**config.mk**
```make
export PLATFORM = sky130hd
export DESIGN_NAME = prng_seq_flat
export DESIGN_NICKNAME = d
export VERILOG_FILES = /design/src/rtl/prng_seq_if.sv /design/src/rtl/prng_seq.sv /design/src/flat_wrapper.sv
export SDC_FILE = /design/constraint.sdc
export NUM_CORES = 1
export LEC_CHECK = 0
export ABC_AREA = 1
export CELL_PAD_IN_SITES_DETAIL_PLACEMENT = 1
export CELL_PAD_IN_SITES_GLOBAL_PLACEMENT = 1
export CORE_MARGIN = 2
export CORE_UTILIZATION = 30
export CTS_CLUSTER_DIAMETER = 150
export DETAILED_ROUTE_END_ITERATION = 12
export DONT_BUFFER_PORTS = 1
export PLACE_DENSITY = 0.59
export SLEW_MARGIN = 30
export SYNTH_ARGS = -nofsm -noshare
export SYNTH_HDL_FRONTEND = slang
export SYNTH_SLANG_ARGS = --single-unit
```
**constraint.sdc**
```tcl
create_clock -name i_clk -period 3.5 [get_ports i_clk]
set_input_delay 0.7 -clock i_clk [delete_from_list [all_inputs] [get_ports i_clk]]
set_output_delay 0.7 -clock i_clk [all_outputs]
set_load 0.02 [all_outputs]
```
**src/rtl/prng_seq_if.sv**
```systemverilog
// Byte-pipe bundle between prng_seq and the xoroshiro PRNG plus the result sink.
// Signal names are seen from the sequencer: o_* are driven by it, i_* are
// driven by the PRNG (command ready, response byte) or by the stream sink.
//   o_m_data/o_m_valid/i_m_ready : command/data bytes to the PRNG
//   i_m_data/i_m_valid/o_m_ready : response bytes from the PRNG
//   o_s_data/o_s_valid/i_s_ready : forwarded result byte stream
interface prng_seq_if;
    logic [7:0] o_m_data;
    logic       o_m_valid;
    logic       i_m_ready;
    logic [7:0] i_m_data;
    logic       i_m_valid;
    logic       o_m_ready;
    logic [7:0] o_s_data;
    logic       o_s_valid;
    logic       i_s_ready;

    // Sequencer side.
    modport master (
        output o_m_data, o_m_valid, o_m_ready, o_s_data, o_s_valid,
        input  i_m_ready, i_m_data, i_m_valid, i_s_ready
    );

    // PRNG and stream-sink side.
    modport slave (
        input  o_m_data, o_m_valid, o_m_ready, o_s_data, o_s_valid,
        output i_m_ready, i_m_data, i_m_valid, i_s_ready
    );
endinterface

```
**src/rtl/prng_seq.sv**
```systemverilog
// Sole master of the xoroshiro byte-pipe: on start, optionally shifts a 128b
// seed in as 16 single-byte writes (MSB first), then issues i_nRead single-byte
// reads and forwards each result byte to the downstream stream.
// Ports:
//   i_clk, i_rst      clock, synchronous active-high reset (shared with PRNG)
//   i_cg              clock gate; low freezes all state and blocks handshakes
//   i_start/i_seedEn  start pulse (IDLE only) and seed-phase enable
//   i_seed/i_nRead    seed and read count, captured at start
//   i_abort           sticky early-stop request
//   o_busy/o_done     not-IDLE flag and one-cycle completion pulse
//   bus               command, response and result stream handshakes
module prng_seq #(
    parameter logic [6:0]  SEED_ADDR = 7'd1,
    parameter logic [6:0]  READ_ADDR = 7'd2,
    parameter int unsigned N_W       = 16
) (
    input  logic           i_clk,
    input  logic           i_rst,
    input  logic           i_cg,
    input  logic           i_start,
    input  logic           i_seedEn,
    input  logic [127:0]   i_seed,
    input  logic [N_W-1:0] i_nRead,
    input  logic           i_abort,
    output logic           o_busy,
    output logic           o_done,
    prng_seq_if.master     bus
);
    localparam int unsigned SEED_W = 128;
    localparam int unsigned BYTE_W = 8;
    localparam int unsigned SCNT_W = 4;

    typedef enum logic [2:0] {
        S_IDLE,
        S_SEED_CMD,
        S_SEED_DAT,
        S_SEED_RSP,
        S_RD_CMD,
        S_RD_RSP,
        S_DONE
    } state_t;

    state_t              r_state;
    state_t              w_state_nxt;
    logic [SEED_W-1:0]   r_seed;
    logic [SEED_W-1:0]   w_seed_nxt;
    logic [N_W-1:0]      r_nread;
    logic [N_W-1:0]      w_nread_nxt;
    logic [SCNT_W-1:0]   r_seed_cnt;
    logic [SCNT_W-1:0]   w_seed_cnt_nxt;
    logic                r_abort;
    logic                w_abort_nxt;
    logic                w_abort_any;
    logic                r_m_valid;
    logic [BYTE_W-1:0]   r_m_data;
    logic [BYTE_W-1:0]   w_m_data_nxt;
    logic                w_cmd_acc;
    logic                w_rsp_acc;

    assign w_cmd_acc   = r_m_valid && bus.i_m_ready && i_cg;
    assign w_rsp_acc   = bus.o_m_ready && bus.i_m_valid && i_cg;
    assign w_abort_any = r_abort || i_abort;

    assign bus.o_m_valid = r_m_valid;
    assign bus.o_m_data  = r_m_data;

    // Response side: seed acks are swallowed, read results pass straight through.
    always_comb begin
        bus.o_m_ready = 1'b0;
        bus.o_s_valid = 1'b0;
        bus.o_s_data  = '0;
        if (r_state == S_SEED_RSP) begin
            bus.o_m_ready = 1'b1;
        end else if (r_state == S_RD_RSP) begin
            bus.o_m_ready = bus.i_s_ready;
            bus.o_s_valid = bus.i_m_valid;
            bus.o_s_data  = bus.i_m_data;
        end
    end

    // Next-state and datapath updates.
    always_comb begin
        w_state_nxt    = r_state;
        w_seed_nxt     = r_seed;
        w_nread_nxt    = r_nread;
        w_seed_cnt_nxt = r_seed_cnt;
        w_abort_nxt    = w_abort_any;
        case (r_state)
            S_IDLE: begin
                // Abort is cleared here; a coincident start wins over it.
                w_abort_nxt = 1'b0;
                if (i_start) begin
                    w_seed_nxt     = i_seed;
                    w_nread_nxt    = i_nRead;
                    w_seed_cnt_nxt = '0;
                    if (i_seedEn)
                        w_state_nxt = S_SEED_CMD;
                    else if (i_nRead != '0)
                        w_state_nxt = S_RD_CMD;
                    else
                        w_state_nxt = S_DONE;
                end
            end
            S_SEED_CMD: begin
                // An accepted command commits us to finishing the write.
                if (w_cmd_acc)
                    w_state_nxt = S_SEED_DAT;
                else if (w_abort_any)
                    w_state_nxt = S_DONE;
            end
            S_SEED_DAT: begin
                if (w_cmd_acc) begin
                    w_seed_nxt  = {r_seed[SEED_W-BYTE_W-1:0], BYTE_W'(0)};
                    w_state_nxt = S_SEED_RSP;
                end
            end
            S_SEED_RSP: begin
                if (w_rsp_acc) begin
                    w_seed_cnt_nxt = r_seed_cnt + SCNT_W'(1);
                    if (w_abort_any)
                        w_state_nxt = S_DONE;
                    else if (r_seed_cnt == SCNT_W'(15))
                        w_state_nxt = (r_nread != '0) ? S_RD_CMD : S_DONE;
                    else
                        w_state_nxt = S_SEED_CMD;
                end
            end
            S_RD_CMD: begin
                if (w_cmd_acc)
                    w_state_nxt = S_RD_RSP;
                else if (w_abort_any)
                    w_state_nxt = S_DONE;
            end
            S_RD_RSP: begin
                if (w_rsp_acc) begin
                    w_nread_nxt = r_nread - N_W'(1);
                    if (w_abort_any || (r_nread == N_W'(1)))
                        w_state_nxt = S_DONE;
                    else
                        w_state_nxt = S_RD_CMD;
                end
            end
            S_DONE:  w_state_nxt = S_IDLE;
            default: w_state_nxt = S_IDLE;
        endcase
    end

    // Command byte presented in the state being entered.
    always_comb begin
        w_m_data_nxt = '0;
        case (w_state_nxt)
            S_SEED_CMD: w_m_data_nxt = {1'b1, SEED_ADDR};
            S_SEED_DAT: w_m_data_nxt = w_seed_nxt[SEED_W-1 -: BYTE_W];
            S_RD_CMD:   w_m_data_nxt = {1'b0, READ_ADDR};
            default:    w_m_data_nxt = '0;
        endcase
    end

    // State, counters and registered outputs; everything holds while i_cg is low.
    always_ff @(posedge i_clk) begin
        if (i_rst) begin
            r_state    <= S_IDLE;
            r_seed     <= '0;
            r_nread    <= '0;
            r_seed_cnt <= '0;
            r_abort    <= 1'b0;
            r_m_valid  <= 1'b0;
            r_m_data   <= '0;
            o_busy     <= 1'b0;
            o_done     <= 1'b0;
        end else if (i_cg) begin
            r_state    <= w_state_nxt;
            r_seed     <= w_seed_nxt;
            r_nread    <= w_nread_nxt;
            r_seed_cnt <= w_seed_cnt_nxt;
            r_abort    <= w_abort_nxt;
            r_m_valid  <= (w_state_nxt == S_SEED_CMD) || (w_state_nxt == S_SEED_DAT) ||
                          (w_state_nxt == S_RD_CMD);
            r_m_data   <= w_m_data_nxt;
            o_busy     <= (w_state_nxt != S_IDLE);
            o_done     <= (w_state_nxt == S_DONE);
        end
    end
endmodule

```
**src/flat_wrapper.sv**
```systemverilog
// flat-port wrapper written by rule: the top's interface ports become plain ports
module prng_seq_flat 
#(
    parameter logic [6:0]  SEED_ADDR = 7'd1,
    parameter logic [6:0]  READ_ADDR = 7'd2,
    parameter int unsigned N_W       = 16
)
  (i_clk, i_rst, i_cg, i_start, i_seedEn, i_seed, i_nRead, i_abort, o_busy, o_done, bus_o_m_data, bus_o_m_valid, bus_o_m_ready, bus_o_s_data, bus_o_s_valid, bus_i_m_ready, bus_i_m_data, bus_i_m_valid, bus_i_s_ready);
  prng_seq_if bus_i ();
  input  logic i_clk;
  input  logic i_rst;
  input  logic i_cg;
  input  logic i_start;
  input  logic i_seedEn;
  input  logic [127:0] i_seed;
  input  logic [N_W-1:0] i_nRead;
  input  logic i_abort;
  output logic o_busy;
  output logic o_done;
  output wire logic [$bits(bus_i.o_m_data)-1:0] bus_o_m_data;
  output wire logic [$bits(bus_i.o_m_valid)-1:0] bus_o_m_valid;
  output wire logic [$bits(bus_i.o_m_ready)-1:0] bus_o_m_ready;
  output wire logic [$bits(bus_i.o_s_data)-1:0] bus_o_s_data;
  output wire logic [$bits(bus_i.o_s_valid)-1:0] bus_o_s_valid;
  input wire logic [$bits(bus_i.i_m_ready)-1:0] bus_i_m_ready;
  input wire logic [$bits(bus_i.i_m_data)-1:0] bus_i_m_data;
  input wire logic [$bits(bus_i.i_m_valid)-1:0] bus_i_m_valid;
  input wire logic [$bits(bus_i.i_s_ready)-1:0] bus_i_s_ready;
  assign bus_o_m_data = bus_i.o_m_data;
  assign bus_o_m_valid = bus_i.o_m_valid;
  assign bus_o_m_ready = bus_i.o_m_ready;
  assign bus_o_s_data = bus_i.o_s_data;
  assign bus_o_s_valid = bus_i.o_s_valid;
  assign bus_i.i_m_ready = bus_i_m_ready;
  assign bus_i.i_m_data = bus_i_m_data;
  assign bus_i.i_m_valid = bus_i_m_valid;
  assign bus_i.i_s_ready = bus_i_s_ready;
  prng_seq #(.SEED_ADDR(SEED_ADDR), .READ_ADDR(READ_ADDR), .N_W(N_W)) u_core (.i_clk(i_clk), .i_rst(i_rst), .i_cg(i_cg), .i_start(i_start), .i_seedEn(i_seedEn), .i_seed(i_seed), .i_nRead(i_nRead), .i_abort(i_abort), .o_busy(o_busy), .o_done(o_done), .bus(bus_i));
endmodule
```
### Word-level counts from Yosys, hierarchy flattened

Index checks and enable logic that the tools add are counted.

* $add $sub $neg: 2
* equality and inequality tests: 15
* muxes and demuxes: 31
* reduce and logical (&&, ||, !) cells: 18

Operators with widths (number)
* 2-to-1 mux 128 bit: 2
* one-hot mux 128 bit (2 select lines): 1
* 2-to-1 mux 16 bit: 2
* one-hot mux 16 bit (2 select lines): 1
* nonzero test 16 bit: 2
* 2-to-1 mux 3 bit: 10
* one-hot mux 8 bit (3 select lines): 1
* one-hot mux 3 bit (6 select lines): 1
* == test 16 x 1 -> 1 bit, second input constant: 1
* 2-to-1 mux 8 bit: 2
* subtractor 16 x 1 -> 16 bit, second input constant: 1
* == test 3 bit, second input constant: 4
* AND reduction 4 bit: 3
* == test 3 x 2 -> 1 bit, second input constant: 3
* 2-to-1 mux 4 bit: 2
* one-hot mux 4 bit (2 select lines): 1
* == test 3 x 1 -> 1 bit, second input constant: 2
* 2-to-1 mux 2 bit: 3
* inequality test 2 x 1 -> 1 bit, second input constant: 3
* nonzero test 2 bit: 3
* 2-to-1 mux 1 bit: 5
* adder 4 x 1 -> 4 bit, second input constant: 1
* == test 4 bit, second input constant: 1
* logical AND 1 bit: 4
* 4 further kinds: 7

* register bits: 163
* output and inout bits: 21
* word-level logic and storage cells: 76

### Depth between registers and ports, before layout

Gate-level depths: netlist of run 1.

* depth in word-level cells: 10
* gate-level depth with buffers: 14
* mapped depth without buffers: 14

### Least setup slack after synthesis of run 1

OpenSTA, ideal clock, no wires.

* path type: reg-to-output
* start: register u_core.r_state[2]
* end: output port bus_o_s_data[0]
* arrival: 1.293 ns
* data required time: 2.800 ns
* path slack: 1.507 ns
* cell stages (with the launch flop): 7
* path buffers: 2
* cell sequence: dfxtp_1 inv_2 nor2_2 nand2_1 buf_4 clkbuf_1 nor2_1

* cells in the longest elaborated chain, start to end: 3
* elaborated cells on any way between the ends: 4

Ends and longest elaborated chain
* start, declared: RTL line prng_seq.sv:43 `state_t r_state;`
* start signal, assigned: RTL line prng_seq.sv:172 `r_state <= w_state_nxt;`
* == test 3 bit: RTL line prng_seq.sv:74 `end else if (r_state == S_RD_RSP) begin`
* 2-to-1 mux 8 bit: RTL line prng_seq.sv:74
* 2-to-1 mux 8 bit (*): RTL line prng_seq.sv:72 `if (r_state == S_SEED_RSP) begin`
* end, declared: RTL line flat_wrapper.sv:23 `output wire logic [$bits(bus_i.o_s_data)-1:0] bus_o_s_data;`

Every way passes the cells marked *; elsewhere a longest branch is shown, timed or not.

### Worst setup path after layout of run 1

* start: register u_core.r_state[2]
* end: output port bus_o_s_data[3]

The elaborated chain is that of the path after synthesis.

==> results of run 1 <==
-- sequential cells by signal, summed over array words and instances (netlist names) --
name,cells
u_core.r_seed,128
u_core.o_done,1
u_core.bus.o_m_data,8
u_core.r_seed_cnt,4
u_core.bus.o_m_valid,1
u_core.o_busy,1
u_core.r_state,3
u_core.r_abort,1
u_core.r_nread,16
-- where the power goes --
part / switching, W / internal [W] / leakage [nW] / total [W]
sequential: 0.000125 / 0.00204 / 1.34 / 0.00217
clock: 0.000859 / 0.00129 / 0.325 / 0.00215
combinational: 0.000494 / 0.000260 / 1.32 / 0.000754
-- cells by family after synthesis --
| group | Yosys count |
|---|---|
| simple gates | 233 |
| fa+ha+maj | 4 |
| compound gates | 429 |
| xor+xnor | 5 |
| flops | 163 |
| buf+inv | 139 |
-- through the flow --
step | util (%) | total power, W
global placement | 30.8 | 0.00295
finish | 33.4 | 0.00507
global route | 33.4 | 0.00537
CTS | 33.4 | 0.00516
floorplan | - | 0.00282
detailed placement | 30.8 | 0.00297
-- area by class of cell --
| class | count | area share [%] |
|---|---|---|
| inverters | 60 | 2.70 |
| clock buffers | 17 | 5.08 |
| flip-flops and latches | 163 | 39.0 |
| well taps | 330 | 4.93 |
| repair buffers | 9 | 1.40 |
| clock inverters | 14 | 2.82 |
| diodes | 1 | 0.0299 |
| multi-input cells | 671 | 44.1 |
-- worst paths after layout --
| check | end | cells past startpoint | slack, ns | from |
|---|---|---|---|---|
| worst max register to register | u_core.r_seed[117]$_SDFFE_PP0P_ | 9 | 1.06 | u_core.r_state[0]$_SDFFE_PP0P_ |
| worst min-delay path | u_core.bus.o_m_data[5]$_SDFFE_PP0P_ | 1 | 0.34 | i_rst |
| worst max-delay path | bus_o_s_data[3] | 5 | 1.01 | u_core.r_state[2]$_SDFFE_PP0P_ |
| worst min register to register | u_core.r_seed[120]$_SDFFE_PP0P_ | 2 | 0.46 | u_core.r_seed[120]$_SDFFE_PP0P_ |
-- per-layer routing --
layer | wire length [um] | part of all wire (%) | global-route usage (%) | vias to the layer above
met4 | 121 | 0.52 | 3.74 | 2
met2 | 10800 | 46 | 27.7 | 129
met3 | 1810 | 7.7 | 6.96 | 10
li1 | - | - | - | 3371
met5 | 16 | 0.068 | 0 | -
met1 | 10700 | 46 | 23.1 | 3202
-- Yosys cell counts (all sizes together) --
| master | count | share of area, % |
|---|---|---|
| inv | 59 | 2.9 |
| o31ai | 1 | 0.099 |
| a211oi | 13 | 1.3 |
| nor2 | 71 | 4.3 |
| nor3b | 1 | 0.099 |
| o22ai | 4 | 0.33 |
| a311oi | 1 | 0.12 |
| nand3 | 27 | 2.2 |
| a221oi | 7 | 0.81 |
| nor3 | 6 | 0.40 |
| clkinv | 1 | 0.049 |
| a21oi | 157 | 11 |
| nand4 | 7 | 0.58 |
| or2 | 2 | 0.16 |
| a22oi | 105 | 10 |
| dfxtp | 163 | 43 |
| o211ai | 5 | 0.49 |
| xnor2 | 2 | 0.23 |
| xor2 | 3 | 0.35 |
| nand2 | 118 | 6.1 |
| o211a | 1 | 0.13 |
| o2111ai | 1 | 0.12 |
| nand3b | 1 | 0.099 |
| o21ai | 131 | 8.7 |
| ha | 4 | 0.66 |
| a31oi | 3 | 0.25 |
| clkbuf | 36 | 1.8 |
| buf | 43 | 3.7 |
-- cells in the final DEF (no fill, tap or decap), types with 10 or more instances in the layout --
master and n:
clkbuf_16 17, nand3_1 21, nand2_1 113, inv_2 10, nor2_1 63, a211oi_1 13, o21ai_1 99, a21oi_1 150
dfxtp_1 163, a22oi_1 105, inv_1 48, o21ai_0 31
-- worst register-to-register path, stage by stage (launching register included) --
cell	delay, ns
dfxtp_1	0.53
inv_2	0.13
nand3_2	0.15
inv_2	0.04
a21oi_2	0.12
nand2_2	0.16
nor2_4	0.43
inv_2	0.34
a221oi_1	0.33
a211oi_1	0.08
==> impl_metrics.yaml, run 1 <==
yosys:
  yosys.area_share.simple_pct: 13.9
  synthAdderAreaFrac_pct: 0.659
  synth_xor_area_share_pct: 0.577
  synth_top_family_by_area: "compound AO/OA/AOI/OAI gates"
  ys_ff_latch: 163
  synth_compound_gate_area_share_pct: 33.5
  yosysSeqAreaShare_pct: 43.0
  synthesis.area_mm2: 0.00759
  ys_warn_count: 0
  syn-instance-count: 973
  synth_fp_nets: 1138
  syn_area_per_cell_um2: 7.80
  yosys-mux-area-fraction_pct: 0
  synth_cell_types: 43
timing:
  min_period_ns: 2.49
  setup_slack_ns: 1.01
  rsz0062_at_grt: "false"
  tightest_slew_ns: 0.650
  finalHoldViolCount: 0
  holdWs_ns: 0.339
  clock-skew-final_ns: 0.00997
  fmax_mhz: 401
  report.final.slew_viol_count: 0
  setup-violations-final: 0
  final.setup.tns_ns: 0
  finalCritPeriodShare_pct: 71.2
  max_slew_margin_pct: 56.6
layout:
  final_cells: 1265
  drive_above_1_share_pct: 8.46
  n_fill_cell: 3000
  multi_input_area_mm2: 0.00369
  area_growth_pct: 10.3
  regArea_mm2: 0.00326
  final_cell_area_mm2: 0.00837
  nets: 1087
floorplanning:
  rows: 58
  die_h_um: 163
  initial_core_util_pct: 30.3
  die_w_um: 163
  core_area_mm2: 0.0250
  io_pins: 182
  dieArea_mm2: 0.0266
placed_design:
  gp_congestion: 0.772
  dp.cells: 1233
  postPlaceCellArea_mm2: 0.00771
  dpl.hpwl_um: 15500
  portBuffers: 0
  preCtsSetupSlack_ns: 0.920
clocking:
  cts_hold_buf: 0
  cts-root-buf: "clkbuf_16"
  numClockSinks: 163
  clk_latency_ns: 0.42
  path_clk_slew_ns: 0.07
  cts_max_level: 4
  cts_resized: 0
  clockBufferDepth: 2
  numCtsBuffers: 17
  cts_tree: "done"
  post-cts-setup-buffers: 0
pwr:
  ir_drop_uv: 218
  power_density_mw_per_mm2: 606
  p_leak_nw: 2.98
route:
  drt-wirelength-per-cell_um: 18.5
  drt_iter0_markers: 377
  drt-pass1-iter-count: 4
  viasPerCell: 5.31
  drt-total-wl_um: 23400
  vias: 6714
  drcViolationCount: 0
  antenna_left: 0
flow_run:
  max-cap-violations: 0
grt:
  overflow: 0
  grt_max_degree: 122
  grt_pass1_wl_um: 37300
  grt_antenna_before_repair: 2
  grt_pass1_vias: 6674
  grtUsageTotal_pct: 17.7
critical_path:
  path_max_fanout: 28
  crit_type: "reg -> out"
  cp_slowest_cell: "dfxtp_1"
  critical_path_buf_inv_count: 2
  worstPathRequired_ns: 2.80
  startpoint_type: "flop"
  cp-end-kind: "primary output"
  cpLargestDelayFamily: "simple AND/OR/NAND/NOR gates"
  max_stage_delay_ns: 0.42
  path_cells: "inv_2, nor2_2, nand2_1, buf_4, nor2_1"
  arrival_ns: 1.79
min_path:
  hold_path.class: "in -> reg"
run_status:
  status: "completed"
No activity file was read; power rests on OpenSTA's default activity.
==> inputs of run 2 (changes only) <==
--- a/config.mk
+++ b/config.mk
@@ -5,7 +5,7 @@
 export SDC_FILE = /design/constraint.sdc
 export NUM_CORES = 1
 export LEC_CHECK = 0
-export ABC_AREA = 1
+export ABC_AREA = 0
 export CELL_PAD_IN_SITES_DETAIL_PLACEMENT = 1
 export CELL_PAD_IN_SITES_GLOBAL_PLACEMENT = 1
 export CORE_MARGIN = 2
@@ -13,7 +13,7 @@
 export CTS_CLUSTER_DIAMETER = 150
 export DETAILED_ROUTE_END_ITERATION = 12
 export DONT_BUFFER_PORTS = 1
-export PLACE_DENSITY = 0.59
+export PLACE_DENSITY = 0.58
 export SLEW_MARGIN = 30
 export SYNTH_ARGS = -nofsm -noshare
 export SYNTH_HDL_FRONTEND = slang
==> constraint.sdc (replaced) <==
create_clock -name i_clk -period 2.6 [get_ports i_clk]
set_input_delay 0.52 -clock i_clk [delete_from_list [all_inputs] [get_ports i_clk]]
set_output_delay 0.52 -clock i_clk [all_outputs]
set_load 0.02 [all_outputs]
==> run 2 against run 1 <==
Effect of this change:
- clock-buffer cell count up 1
- routed wire length up 0.43%
- synthesized cell count down 9.9%
- clock power up 23%
- worst setup slack worse by 0.85 ns
- design area down 0.78%
- flip-flop and latch count unchanged
- global-route usage up 0.50 points
==> impl_metrics.yaml, run 2 <==
pwr:
  ir_drop_uv: 314
  p_leak_nw: 2.91
  power_density_mw_per_mm2: 755
layout:
  nets: 998
  top_register: "u_core.r_seed"
  utilization_pct: 34.3
  layout_common_cells: "dfxtp_1, nor2_1, nor3_1"
  n_fill_cell: 2848
  largest_register_ffs: 128
  final_common_cell: "dfxtp_1"
  final_cells: 1170
  antennaDiodeCount: 0
  multi_input_area_mm2: 0.00371
  area_growth_pct: 12.7
  regArea_mm2: 0.00326
  drive_above_1_share_pct: 8.98
  final_cell_area_mm2: 0.00831
critical_path:
  startpoint_type: "flop"
  reg2reg_depth: 6
  max_stage_delay_ns: 0.48
  arrival_ns: 1.92
  r2r_end: "u_core.r_seed[55]$_SDFFE_PP0P_"
  crit_type: "reg -> out"
  r2r-start: "u_core.r_state[1]$_SDFFE_PP0P_"
  cp-end-kind: "primary output"
  worstPathRequired_ns: 2.08
  path_max_fanout: 14
  timing.reg2reg.setup_slack_ns: 0.26
  path_cells: "buf_4, nor3b_2, and2_1"
  cp_slowest_cell: "dfxtp_1"
clocking:
  clockBufferDepth: 2
  clk_latency_ns: 0.43
  path_clk_slew_ns: 0.07
  cts-root-buf: "clkbuf_16"
  post-cts-setup-buffers: 0
  numCtsBuffers: 17
  cts_hold_buf: 0
  cts_max_level: 4
  numClockSinks: 163
  cts_tree: "done"
  cts_resized: 0
route:
  antenna_left: 0
  drt-pass1-iter-count: 5
  drt_iter0_markers: 545
  drt-total-wl_um: 23500
  viasPerCell: 5.73
  vias: 6703
  drcViolationCount: 0
  drt-wirelength-per-cell_um: 20.1
yosys:
  ys_ff_latch: 163
  ys_async_sr_fraction_pct: 0
  syn-instance-count: 877
  synth-edff-count: 0
  ys_warn_count: 0
  synth_common_cells: "dfxtp_1, nor2_1, nor3_1"
  syn_area_per_cell_um2: 8.41
  yosys.cell_count.top_type: "dfxtp_1"
  synthFlopType: "dfxtp_1"
  synth_fp_nets: 1042
  yosys.area.top_type_share_pct: 44.3
  synth_cell_types: 64
  ys_top_cells_by_area: "dfxtp_1, a221oi_1, nor3_1, nor2_1, clkbuf_1"
  synth.largest_area_cell: "dfxtp_1"
  synthesis.area_mm2: 0.00737
  yosysSeqAreaShare_pct: 44.3
placed_design:
  dp.cells: 1138
  preCtsSetupSlack_ns: 0.292
  portBuffers: 0
  postPlaceCellArea_mm2: 0.00770
  gp_congestion: 0.770
  dpl.hpwl_um: 15200
min_path:
  holdPathStages: 1
  hp-start: "i_rst"
  hold_path.class: "in -> reg"
  min_to: "u_core.o_busy$_SDFFE_PP0P_"
timing:
  tightest_slew_ns: 0.566
  finalCritPeriodShare_pct: 93.9
  report.final.slew_viol_count: 0
  clock-skew-final_ns: 0.0143
  setup-violations-final: 0
  fmax_mhz: 410
  max_slew_margin_pct: 62.3
  rsz0062_at_grt: "false"
  min_period_ns: 2.44
  final.setup.tns_ns: 0
  finalHoldViolCount: 0
  setup_slack_ns: 0.158
floorplanning:
  rows: 57
  dieArea_mm2: 0.0258
  die_h_um: 161
  initial_core_util_pct: 30.4
  core_area_mm2: 0.0242
  io_pins: 182
  die_w_um: 161
grt:
  grtUsageTotal_pct: 18.2
  grt_max_degree: 158
  grt_antenna_before_repair: 0
  grt_pass1_vias: 6607
  overflow: 0
  grt_pass1_wl_um: 37600
flow_run:
  max-cap-violations: 0
run_status:
  status: "completed"
==> run 2: cell count changes after synthesis, moves of 11 or more <==
cell and change:
a221oi_1 +106, buf_4 -14, o21ai_0 -14, and2_1 +11, nor3_1 +115, clkbuf_1 +24, a22oi_1 -100, nand2_1 -79
a22o_1 +11, o21ai_1 -94, nor2_1 +85, a21oi_1 -120, inv_1 -37
==> run 2: critical path: cells and delay by family, from the launching register on <==
family        cells  cell delay (ns)
simple gates      2             0.76
flops             1             0.48
buf+inv           1             0.25
==> run 2: worst max path at each step <==
stage	to	slack (ns)	startpoint
after floorplan	bus_o_s_data[0]	0.41	u_core.r_state[2]$_SDFFE_PP0P_
after global placement	u_core.o_done$_SDFFE_PP0P_	0.31	i_nRead[3]
after detailed placement	u_core.r_seed[55]$_SDFFE_PP0P_	0.29	u_core.r_state[1]$_SDFFE_PP0P_
after CTS	bus_o_s_data[0]	0.11	u_core.r_state[1]$_SDFFE_PP0P_
after global routing	bus_o_s_data[4]	0.006	u_core.r_state[1]$_SDFFE_PP0P_
final	bus_o_s_data[0]	0.16	u_core.r_state[1]$_SDFFE_PP0P_
==> run 2: layout make-up <==
type | instances | share of cell area, %
timing repair buffer | 26 | 3.25
multi-input combinational | 612 | 44.7
tap | 324 | 4.88
sequential | 163 | 39.3
clock inverter | 14 | 2.02
clock buffer | 18 | 5.29
inverter | 13 | 0.587
==> run 2: kinds of logic after synthesis <==
group | Yosys count | share of synthesized area, %
XOR/XNOR | 1 | 0.119
AND/OR/NAND/NOR | 373 | 24.2
AO/OA/AOI/OAI | 232 | 24.7
flip-flops | 163 | 44.3
multiplexers | 2 | 0.289
buffers and inverters | 102 | 5.82
adder cells (fa/ha/maj) | 4 | 0.679
==> run 2: routing by layer <==
metal | part of all wire, % | GRT usage, %
met1 | 46 | 24.6
met2 | 46 | 28.1
met3 | 7.1 | 6.53
met4 | 0.64 | 3.65
met5 | 0 | 0
==> run 2: metrics by stage <==
step           total power, W  hold slack [ns]
2_1_floorplan         0.00349            0.432
3_3_place_gp          0.00368            0.436
3_5_place_dp          0.00369            0.446
4_1_cts               0.00637            0.144
5_1_grt               0.00661            0.133
6_report              0.00627            0.169
==> run 2: power by group <==
group	internal, W	total [W]	switching (W)
Combinational	0.000335	0.000821	0.000486
Sequential	0.00267	0.00281	0.000135
Clock	0.00148	0.00264	0.00116
